`src/rtl/fetch_pkg.sv`:
```
// Shared types and constants for the instruction-fetch stage.
// Optional build macro FETCH_PERF_EN adds performance counters to if_fetch_unit.
package fetch_pkg;

    localparam logic [31:0] NOP_INSTR         = 32'h0000_0000;
    localparam logic [31:0] DEFAULT_RESET_PC  = 32'h0000_3000;
    localparam int          DEFAULT_BUF_DEPTH = 2;

    typedef struct packed {
        logic [31:0] pc;
        logic [31:0] ins;
    } fetch_entry_t;

    typedef enum logic {
        RUN   = 1'b0,
        DRAIN = 1'b1
    } fetch_state_e;

    function automatic logic [31:0] next_fetch_pc(input logic [31:0] pc);
        return pc + 32'd4;
    endfunction

endpackage

```
`src/rtl/if_fetch_unit_if.sv`:
```
// Instruction-memory port of the fetch stage; master = fetch unit, slave = memory.
interface if_fetch_unit_if;

    // imem_req/imem_addr form a one-cycle request (no ready: memory always accepts).
    // Each request earns exactly one imem_rvalid pulse, in request order, >=1 cycle later.
    logic        imem_req;
    logic [31:0] imem_addr;
    logic        imem_rvalid;
    logic [31:0] imem_rdata;

    modport master (
        output imem_req,
        output imem_addr,
        input  imem_rvalid,
        input  imem_rdata
    );

    modport slave (
        input  imem_req,
        input  imem_addr,
        output imem_rvalid,
        output imem_rdata
    );

endinterface

```
`src/rtl/fetch_fifo.sv`:
```
// Small power-of-two FIFO of fetch entries with flush; head is always visible.
module fetch_fifo
    import fetch_pkg::*;
#(
    parameter int DEPTH = DEFAULT_BUF_DEPTH
) (
    input  logic                     clk,
    input  logic                     rst_n,
    input  logic                     push,
    input  logic                     pop,
    input  logic                     flush,
    input  fetch_entry_t             din,
    output fetch_entry_t             head,
    output logic [$clog2(DEPTH):0]   count
);

    localparam int AW = $clog2(DEPTH);
    localparam int CW = AW + 1;

    fetch_entry_t   mem [DEPTH];
    logic [AW-1:0]  wr_ptr;
    logic [AW-1:0]  rd_ptr;
    logic           do_push;
    logic           do_pop;

    always_comb begin
        do_pop  = pop && (count != '0);
        do_push = push && ((count != CW'(DEPTH)) || do_pop);
        head    = mem[rd_ptr];
    end

    // Storage is reset so the head reads as all-zero straight out of reset.
    always_ff @(posedge clk or negedge rst_n) begin
        if (!rst_n) begin
            wr_ptr <= '0;
            rd_ptr <= '0;
            count  <= '0;
            for (int i = 0; i < DEPTH; i++) begin
                mem[i] <= '0;
            end
        end else if (flush) begin
            wr_ptr <= '0;
            rd_ptr <= '0;
            count  <= '0;
        end else begin
            if (do_push) begin
                mem[wr_ptr] <= din;
                wr_ptr      <= wr_ptr + AW'(1);
            end
            if (do_pop) begin
                rd_ptr <= rd_ptr + AW'(1);
            end
            case ({do_push, do_pop})
                2'b10:   count <= count + CW'(1);
                2'b01:   count <= count - CW'(1);
                default: count <= count;
            endcase
        end
    end

endmodule

```
`src/rtl/if_fetch_unit.sv`:
```
// Instruction-fetch stage: owns the PC, issues word reads, presents {pc, ins} to IF/ID.
// Define FETCH_PERF_EN to add saturating stall/redirect/drop counters.
module if_fetch_unit
    import fetch_pkg::*;
#(
    parameter logic [31:0] RESET_PC  = DEFAULT_RESET_PC,
    parameter int          BUF_DEPTH = DEFAULT_BUF_DEPTH
) (
    input  logic                   clk,
    input  logic                   rst_n,
    input  logic                   stall,
    input  logic                   redirect,
    input  logic [31:0]            redirect_pc,
    if_fetch_unit_if.master        imem,
    output logic [31:0]            pc_out,
    output logic [31:0]            ins,
    output logic                   ins_valid,
    output fetch_state_e           state
`ifdef FETCH_PERF_EN
    ,
    output logic [31:0]            perf_stall_cyc,
    output logic [31:0]            perf_redirect_cnt,
    output logic [31:0]            perf_drop_cnt
`endif
);

    localparam int               CW      = $clog2(BUF_DEPTH) + 1;
    localparam logic [CW:0]      DEPTH_L = (CW+1)'(BUF_DEPTH);

    logic [CW-1:0]  out_cnt;
    logic [CW-1:0]  occ_cnt;
    fetch_entry_t   addr_head;
    fetch_entry_t   addr_din;
    fetch_entry_t   buf_head;
    fetch_entry_t   buf_din;
    logic           issue;
    logic           resp_valid;
    logic           discard;
    logic           buf_push;
    logic           buf_pop;
    logic [31:0]    fetch_pc;
    logic [31:0]    fetch_pc_n;
    logic [CW-1:0]  drop_cnt;
    logic [CW-1:0]  drop_n;
    fetch_state_e   state_n;

    always_comb begin
        resp_valid     = imem.imem_rvalid && (out_cnt != '0);
        issue          = rst_n && !redirect &&
                         (({1'b0, out_cnt} + {1'b0, occ_cnt}) < DEPTH_L);
        discard        = redirect || (state == DRAIN);
        buf_push       = resp_valid && !discard;
        ins_valid      = (occ_cnt != '0);
        buf_pop        = ins_valid && !stall && !redirect;
        pc_out         = buf_head.pc;
        ins            = ins_valid ? buf_head.ins : NOP_INSTR;
        imem.imem_req  = issue;
        imem.imem_addr = fetch_pc;
        addr_din       = '{pc: fetch_pc, ins: NOP_INSTR};
        // Address-side ins is always NOP (zero), so the OR only carries imem_rdata.
        buf_din        = '{pc: addr_head.pc, ins: imem.imem_rdata | addr_head.ins};
    end

    // Addresses of outstanding requests; responses pair with them purely by order.
    fetch_fifo #(.DEPTH(BUF_DEPTH)) u_addr_fifo (
        .clk   (clk),
        .rst_n (rst_n),
        .push  (issue),
        .pop   (resp_valid),
        .flush (1'b0),
        .din   (addr_din),
        .head  (addr_head),
        .count (out_cnt)
    );

    fetch_fifo #(.DEPTH(BUF_DEPTH)) u_buf_fifo (
        .clk   (clk),
        .rst_n (rst_n),
        .push  (buf_push),
        .pop   (buf_pop),
        .flush (redirect),
        .din   (buf_din),
        .head  (buf_head),
        .count (occ_cnt)
    );

    // Every request still outstanding at a redirect is stale; one returning now is dropped too.
    always_comb begin
        fetch_pc_n = fetch_pc;
        drop_n     = drop_cnt;
        state_n    = state;
        if (redirect) begin
            fetch_pc_n = redirect_pc;
            drop_n     = out_cnt - CW'(resp_valid);
        end else begin
            if (issue) begin
                fetch_pc_n = next_fetch_pc(fetch_pc);
            end
            if (resp_valid && (state == DRAIN)) begin
                drop_n = drop_cnt - CW'(1);
            end
        end
        state_n = (drop_n != '0) ? DRAIN : RUN;
    end

    always_ff @(posedge clk or negedge rst_n) begin
        if (!rst_n) begin
            state    <= RUN;
            drop_cnt <= '0;
            fetch_pc <= RESET_PC;
        end else begin
            state    <= state_n;
            drop_cnt <= drop_n;
            fetch_pc <= fetch_pc_n;
        end
    end

`ifdef FETCH_PERF_EN
    always_ff @(posedge clk or negedge rst_n) begin
        if (!rst_n) begin
            perf_stall_cyc    <= '0;
            perf_redirect_cnt <= '0;
            perf_drop_cnt     <= '0;
        end else begin
            if (stall && ins_valid && (perf_stall_cyc != '1)) begin
                perf_stall_cyc <= perf_stall_cyc + 32'd1;
            end
            if (redirect && (perf_redirect_cnt != '1)) begin
                perf_redirect_cnt <= perf_redirect_cnt + 32'd1;
            end
            if (resp_valid && discard && (perf_drop_cnt != '1)) begin
                perf_drop_cnt <= perf_drop_cnt + 32'd1;
            end
        end
    end
`endif

endmodule

```
`src/flat_wrapper.sv`:
```
// flat-port wrapper written by rule: the top's interface ports become plain ports
module if_fetch_unit_flat import fetch_pkg::*;
#(
    parameter logic [31:0] RESET_PC  = DEFAULT_RESET_PC,
    parameter int          BUF_DEPTH = DEFAULT_BUF_DEPTH
)
  (clk, rst_n, stall, redirect, redirect_pc, pc_out, ins, ins_valid, state, imem_imem_req, imem_imem_addr, imem_imem_rvalid, imem_imem_rdata);
  if_fetch_unit_if imem_i ();
  input  logic clk;
  input  logic rst_n;
  input  logic stall;
  input  logic redirect;
  input  logic [31:0] redirect_pc;
  output logic [31:0] pc_out;
  output logic [31:0] ins;
  output logic ins_valid;
  output fetch_state_e state;
  output wire logic [$bits(imem_i.imem_req)-1:0] imem_imem_req;
  output wire logic [$bits(imem_i.imem_addr)-1:0] imem_imem_addr;
  input wire logic [$bits(imem_i.imem_rvalid)-1:0] imem_imem_rvalid;
  input wire logic [$bits(imem_i.imem_rdata)-1:0] imem_imem_rdata;
  assign imem_imem_req = imem_i.imem_req;
  assign imem_imem_addr = imem_i.imem_addr;
  assign imem_i.imem_rvalid = imem_imem_rvalid;
  assign imem_i.imem_rdata = imem_imem_rdata;
  if_fetch_unit #(.RESET_PC(RESET_PC), .BUF_DEPTH(BUF_DEPTH)) u_core (.clk(clk), .rst_n(rst_n), .stall(stall), .redirect(redirect), .redirect_pc(redirect_pc), .imem(imem_i), .pc_out(pc_out), .ins(ins), .ins_valid(ins_valid), .state(state));
endmodule
```
`config.mk`:
```
export PLATFORM = sky130hd
export DESIGN_NAME = if_fetch_unit_flat
export DESIGN_NICKNAME = d
export VERILOG_FILES = /design/src/rtl/fetch_pkg.sv /design/src/rtl/if_fetch_unit_if.sv /design/src/rtl/fetch_fifo.sv /design/src/rtl/if_fetch_unit.sv /design/src/flat_wrapper.sv
export SDC_FILE = /design/constraint.sdc
export NUM_CORES = 1
export LEC_CHECK = 0
export CORE_ASPECT_RATIO = 0.7
export CORE_MARGIN = 2
export CORE_UTILIZATION = 55
export CTS_CLUSTER_DIAMETER = 40
export DETAILED_ROUTE_END_ITERATION = 8
export GPL_TIMING_DRIVEN = 1
export PLACE_DENSITY = 0.86
export SLEW_MARGIN = 20
export SYNTH_ARGS = -nofsm -noshare
export SYNTH_HDL_FRONTEND = slang
export SYNTH_SLANG_ARGS = --single-unit
export TNS_END_PERCENT = 5
```
`constraint.sdc`:
```
create_clock -name clk -period 8.33 [get_ports clk]
set_input_delay 1.2495 -clock clk [delete_from_list [all_inputs] [get_ports clk]]
set_output_delay 1.2495 -clock clk [all_outputs]
set_load 0.01 [all_outputs]
```
## Word level (Yosys, flattened, before mapping)

Index checks and enable logic that the tools add are counted.

- Logic and storage cells: 101
- Register bits: 299
- Bits of input ports: 69
- Output and inout bits: 99

- Multiplexer cells: 25
- Add/subtract/negate cells: 12
- Reductions and logical operators: 28
- Equality and inequality tests: 6
- Bitwise gates (word level): 6
- $lt $le $gt $ge: 7

Operators with widths:

| kind | number |
|---|---|
| 64-bit 2-to-1 mux | 8 |
| 128-bit bitwise mux | 2 |
| 64-bit demux with 1-bit select | 2 |
| 32-bit 2-to-1 mux | 3 |
| 32-bit by 3-bit adder with 32-bit output (second input constant) | 1 |
| 32-bit OR | 1 |
| 2-bit nonzero test | 7 |
| 1-bit logical AND | 13 |
| 2-bit >= comparator (second input constant) | 4 |
| 1-bit inverter with 2-bit output | 4 |
| 2-bit case mux with 2 select lines | 2 |
| 2-bit 2-to-1 mux | 3 |
| 2-bit by 1-bit subtractor with 2-bit output (second input constant) | 3 |
| 1-bit 2-to-1 mux | 5 |
| 1-bit adder (second input constant) | 4 |
| 2-bit by 1-bit adder with 2-bit output (second input constant) | 2 |
| 2-bit by 1-bit equality test with 1-bit output (second input constant) | 2 |
| 2-bit equality test (second input constant) | 2 |
| 2-bit by 1-bit < comparator with 1-bit output (second input constant) | 2 |
| 2-bit inequality test (second input constant) | 2 |
| 2-bit by 2-bit adder with 3-bit output | 1 |
| 1-bit zero test | 3 |
| 1-bit logical OR | 3 |
| 3-bit by 2-bit < comparator with 1-bit output (second input constant) | 1 |
| 4 further kinds | 4 |

## Depth between registers and ports, before layout

- Word-level depth: 9
- Mapped depth: 9
- Mapped depth without buffers: 6

## Hierarchy

A second synthesis with hierarchy kept.

- Cell total of the unflattened synthesis: 1,012
- Area, all modules: 14,229.9 um^2

Modules (own cells, without submodules):

| module | cells each | times used | area an instance (um^2) | sequential area each (um^2) |
|---|---|---|---|---|
| fetch_fifo | 365 | 2 | 5,913.2 | 3,303.2 |
| if_fetch_unit | 282 | 1 | 2,403.6 | 878.3 |

## Worst setup path after synthesis

No wires, ideal clock.

- Path kind: input to register
- Start: input redirect
- End: register u_core.u_addr_fifo.mem[100] in the netlist's numbering
- Path buffers: 3
- Data arrival time: 3.070 ns
- Required time: 8.205 ns
- Slack: 5.135 ns
- Stages on the path: 7
- Library setup time: 0.125 ns
- Cell sequence: clkbuf_1 nor4b_4 o31a_1 nor2b_1 clkbuf_1 buf_2 mux2_2

- Longest elaborated chain between the ends: 4

RTL lines:

| what | RTL line | RTL |
|---|---|---|
| start, declared | flat_wrapper.sv:12 | `input logic redirect;` |
| 1-bit zero test | if_fetch_unit.sv:49 | `issue = rst_n && !redirect &&` |
| 1-bit logical AND (2 in series) | if_fetch_unit.sv:49 |  |
| named net imem_imem_req | flat_wrapper.sv:18 | `output wire logic [$bits(imem_i.imem_req)-1:0] imem_imem_req;` |
| 1-bit logical AND | fetch_fifo.sv:28 | `do_push = push && ((count != CW'(DEPTH)) \|\| do_pop);` |
| end signal, assigned by index | fetch_fifo.sv:47 | `mem[wr_ptr] <= din;` |
| end, declared | fetch_fifo.sv:20 | `fetch_entry_t mem [DEPTH];` |

The timed path passes the listed nets, and every way through them passes these cells.
A chain may end at the register's enable or synchronous reset.

## Worst setup path in the final report

- Start: input redirect
- End: output imem_imem_req

- Longest elaborated chain between the ends: 3

RTL lines:

| what | RTL line |
|---|---|
| 1-bit zero test | if_fetch_unit.sv:49 |
| 1-bit logical AND (2 in series) | if_fetch_unit.sv:49 |
| end, declared | flat_wrapper.sv:18 |

Every way passes these cells.

==> qor.yml <==
outcome:
  status: "finished, final reports clean"
synth:
  syn_nets: 901
  synth_edf_count: 0
  synthesis.instances: 829
  synth-seq-cells: 235
  yosysTopAreaCellShare_pct: 54.0
  synth.largest_area_cell: "dfrtp_1"
  netlist_area_mm2: 0.0108
  synth_area_leaders: "dfrtp_1 (54%), mux2_2 (27%), mux2i_1 (3.1%), nor2_1 (1.9%), or4_1 (1.3%)"
  synth_warnings: 0
  syn_avg_cell_area_um2: 13.0
  yosys.cell_types.count: 45
  async_reset_ff_share_pct: 100
  yosysSeqAreaShare_pct: 54.5
  ys.flop_type: "dfrtp_1"
pwr:
  powerDensity_mw_per_mm2: 327
  vdd_ir_drop_max_uv: 177
  power.leakage_nw: 5.71
floorplanning:
  die_h_um: 121
  io_pins: 168
  rows: 42
  die_w_um: 171
  coreArea_mm2: 0.0191
  dieArea_mm2: 0.0208
  start_util_pct: 56.6
grt:
  grt_pass1_wl_mm: 39.2
  antenna_found_initial: 0
  grt_pass1_vias: 7442
  grt_overflow: 0
  gr-usage-all-layers_pct: 24.0
  grt_max_degree: 84
worst_hold_path:
  hp-start: "u_core.u_addr_fifo.mem[105]$_DFFE_PN0P_"
  min-delay-path-class: "flip-flop to flip-flop"
timing:
  rsz0062_at_grt: "no"
  slew_headroom_pct: 21.7
  tns_ps: 0
  finalSetupViolCount: 0
  setup_slack_ps: 3950
  hold-worst-slack_ps: 494
  finalHoldViolCount: 0
  fmax_mhz: 229
  clock_skew_ps: 9.48
  fin_crit_sh_pct: 52.5
  worst_pin_slew_ps: 1170
  finalCriticalPeriod_ps: 4380
  drv_slew: 0
clock_network:
  cts_sinks: 235
  postCtsHoldBufs: 0
  cts_max_level: 1
  clock_latency_ps: 520
  cts_setup_buffers: 0
  cts_buffers: 27
  cts_tree: "built"
  cts-resized-gates: 0
  cts.clk_slew.worst_paths_ps: 60
  cts_root_buffer: "clkbuf_16"
  clock_path_buffers: 3
finish:
  areaGrowthSynthToFinish_pct: 26.3
  final_common_cell: "mux2_2"
  n_fill_cell: 1325
  drive_above_1_share_pct: 32.4
  antenna_cells: 0
  finalNonFillerCells: 1266
  final_cell_mix: "mux2_2 (257), dfrtp_1 (232), clkdlybuf4s50_1 (166)"
  multi_input_area_mm2: 0.00468
  final_nets: 1053
  seqCellArea_mm2: 0.00589
worst_setup_path:
  start_kind: "input port"
  end_kind: "output port"
  cp_top_family: "buffers and inverters"
  cp.arrival_ps: 3130
  crit_path_start: "redirect"
  slowest_delay_ps: 660
  path_cells: "clkdlybuf4s50_1 > buf_4 > nor4b_4 > clkdlybuf4s50_1"
  crit_path_top_delay_cell: "clkdlybuf4s50_1"
  r2r-start: "u_core.u_buf_fifo.count[0]$_DFFE_PN0P_"
  required_ps: 7080
  crit_type: "input port to output port"
  cp_num_buf_inv: 3
  cp_common_cell: "clkdlybuf4s50_1"
  path_max_fanout: 41
routing:
  vias_per_cell: 5.74
  postRouteAntennaNets: 0
  vias: 7271
  totalWireLength_mm: 24.0
  wl_per_cell_um: 19.0
  drc_errors: 0
  dr.pass1.iters: 5
  drt_iter0_drc: 557
placed_design:
  dp.cells: 1215
  port-buffer-count: 167
  place_congestion: 0.778
  hpwl_mm: 15.3
  place_ws_ps: 3950
flow_run:
  maxCapViolCount: 0
-- layer usage --
layer / global-route usage, % / part of all wire (%) / routed length (µm)
met4: 4.87 / 1.4 / 346
met2: 37.4 / 46 / 11000
met1: 35.0 / 47 / 11400
met3: 5.06 / 5.3 / 1270
met5: 0 / 0 / 0
-- kinds of logic after synthesis --
group | Yosys count | synth area share [%]
xor gates and xnor gates | 17 | 1.38
DFF | 235 | 54.5
adders and majority gates | 3 | 0.417
buffers and inverters | 62 | 2.28
and+or+nand+nor | 157 | 7.60
muxes | 291 | 30.0
AOI/OAI and AO/OA | 64 | 3.80
-- per-stage QoR --
stage               total power (W)  util, %  instance area [µm²]
global route                0.00472     71.4                13600
floorplan                   0.00274        -                10800
CTS                         0.00449     71.3                13600
global placement            0.00319     66.4                12700
finish                      0.00445     71.4                13600
detailed placement          0.00326     66.4                12700
-- state kept, by name, summed over array words and instances (netlist names) --
| signal | flops |
|---|---|
| u_core.drop_cnt | 2 |
| u_core.u_addr_fifo.count | 2 |
| u_core.u_buf_fifo.mem | 128 |
| u_core.u_buf_fifo.wr_ptr | 1 |
| u_core.u_buf_fifo.rd_ptr | 1 |
| u_core.u_addr_fifo.rd_ptr | 1 |
| u_core.u_addr_fifo.mem | 64 |
| u_core.imem.imem_addr | 32 |
| u_core.u_addr_fifo.wr_ptr | 1 |
| u_core.u_buf_fifo.count | 2 |
| u_core.state | 1 |
-- worst reg2reg max path, stage by stage (launching register included) --
cell and delay (ps):
dfrtp_1 470, and2_1 190, fa_1 510, nor4b_4 500, o31a_1 290, nor2b_4 890, mux2_2 440
-- synth_stat cells, drive strengths merged, types with 2 or more instances --
cell	n
and4	3
nand4	11
o211ai	4
a21oi	5
mux2i	33
clkbuf	34
nor4	4
nor3	4
xor2	6
o31ai	14
nand3	15
buf	20
and3	6
mux2	258
nor2b	2
xnor2	11
or3	4
inv	8
dfstp	2
o21ai	18
or4	18
ha	2
nand2	28
dfrtp	233
a31oi	16
nor2	56
-- final cells by class --
type	count	area share (%)
sequential	235	43.2
multi-input combinational	532	34.4
timing repair buffer	177	13.0
clock buffer	32	5.24
tap	264	2.42
clock inverter	18	1.55
inverter	8	0.220
-- worst paths after layout --
| check | cells past startpoint | slack [ps] | to |
|---|---|---|---|
| min in group asynchronous | 1 | 690 | u_core.u_buf_fifo.mem[115]$_DFFE_PN0P_ |
| max reg2reg | 6 | 4920 | u_core.u_addr_fifo.mem[119]$_DFFE_PN0P_ |
| min | 1 | 490 | u_core.u_addr_fifo.mem[105]$_DFFE_PN0P_ |
| max | 4 | 3950 | imem_imem_req |
| max in group asynchronous | 3 | 5750 | u_core.u_buf_fifo.mem[25]$_DFFE_PN0P_ |
| min reg2reg | 1 | 490 | u_core.u_addr_fifo.mem[105]$_DFFE_PN0P_ |
-- where the power goes --
| part | switching (W) | leakage (nW) | internal (W) |
|---|---|---|---|
| sequential | 0.000293 | 2.92 | 0.00161 |
| combinational | 0.000503 | 2.34 | 0.000840 |
| clock | 0.000487 | 0.448 | 0.000720 |
| total | 0.00128 | 5.71 | 0.00317 |
(Power assumes the default switching activity.)
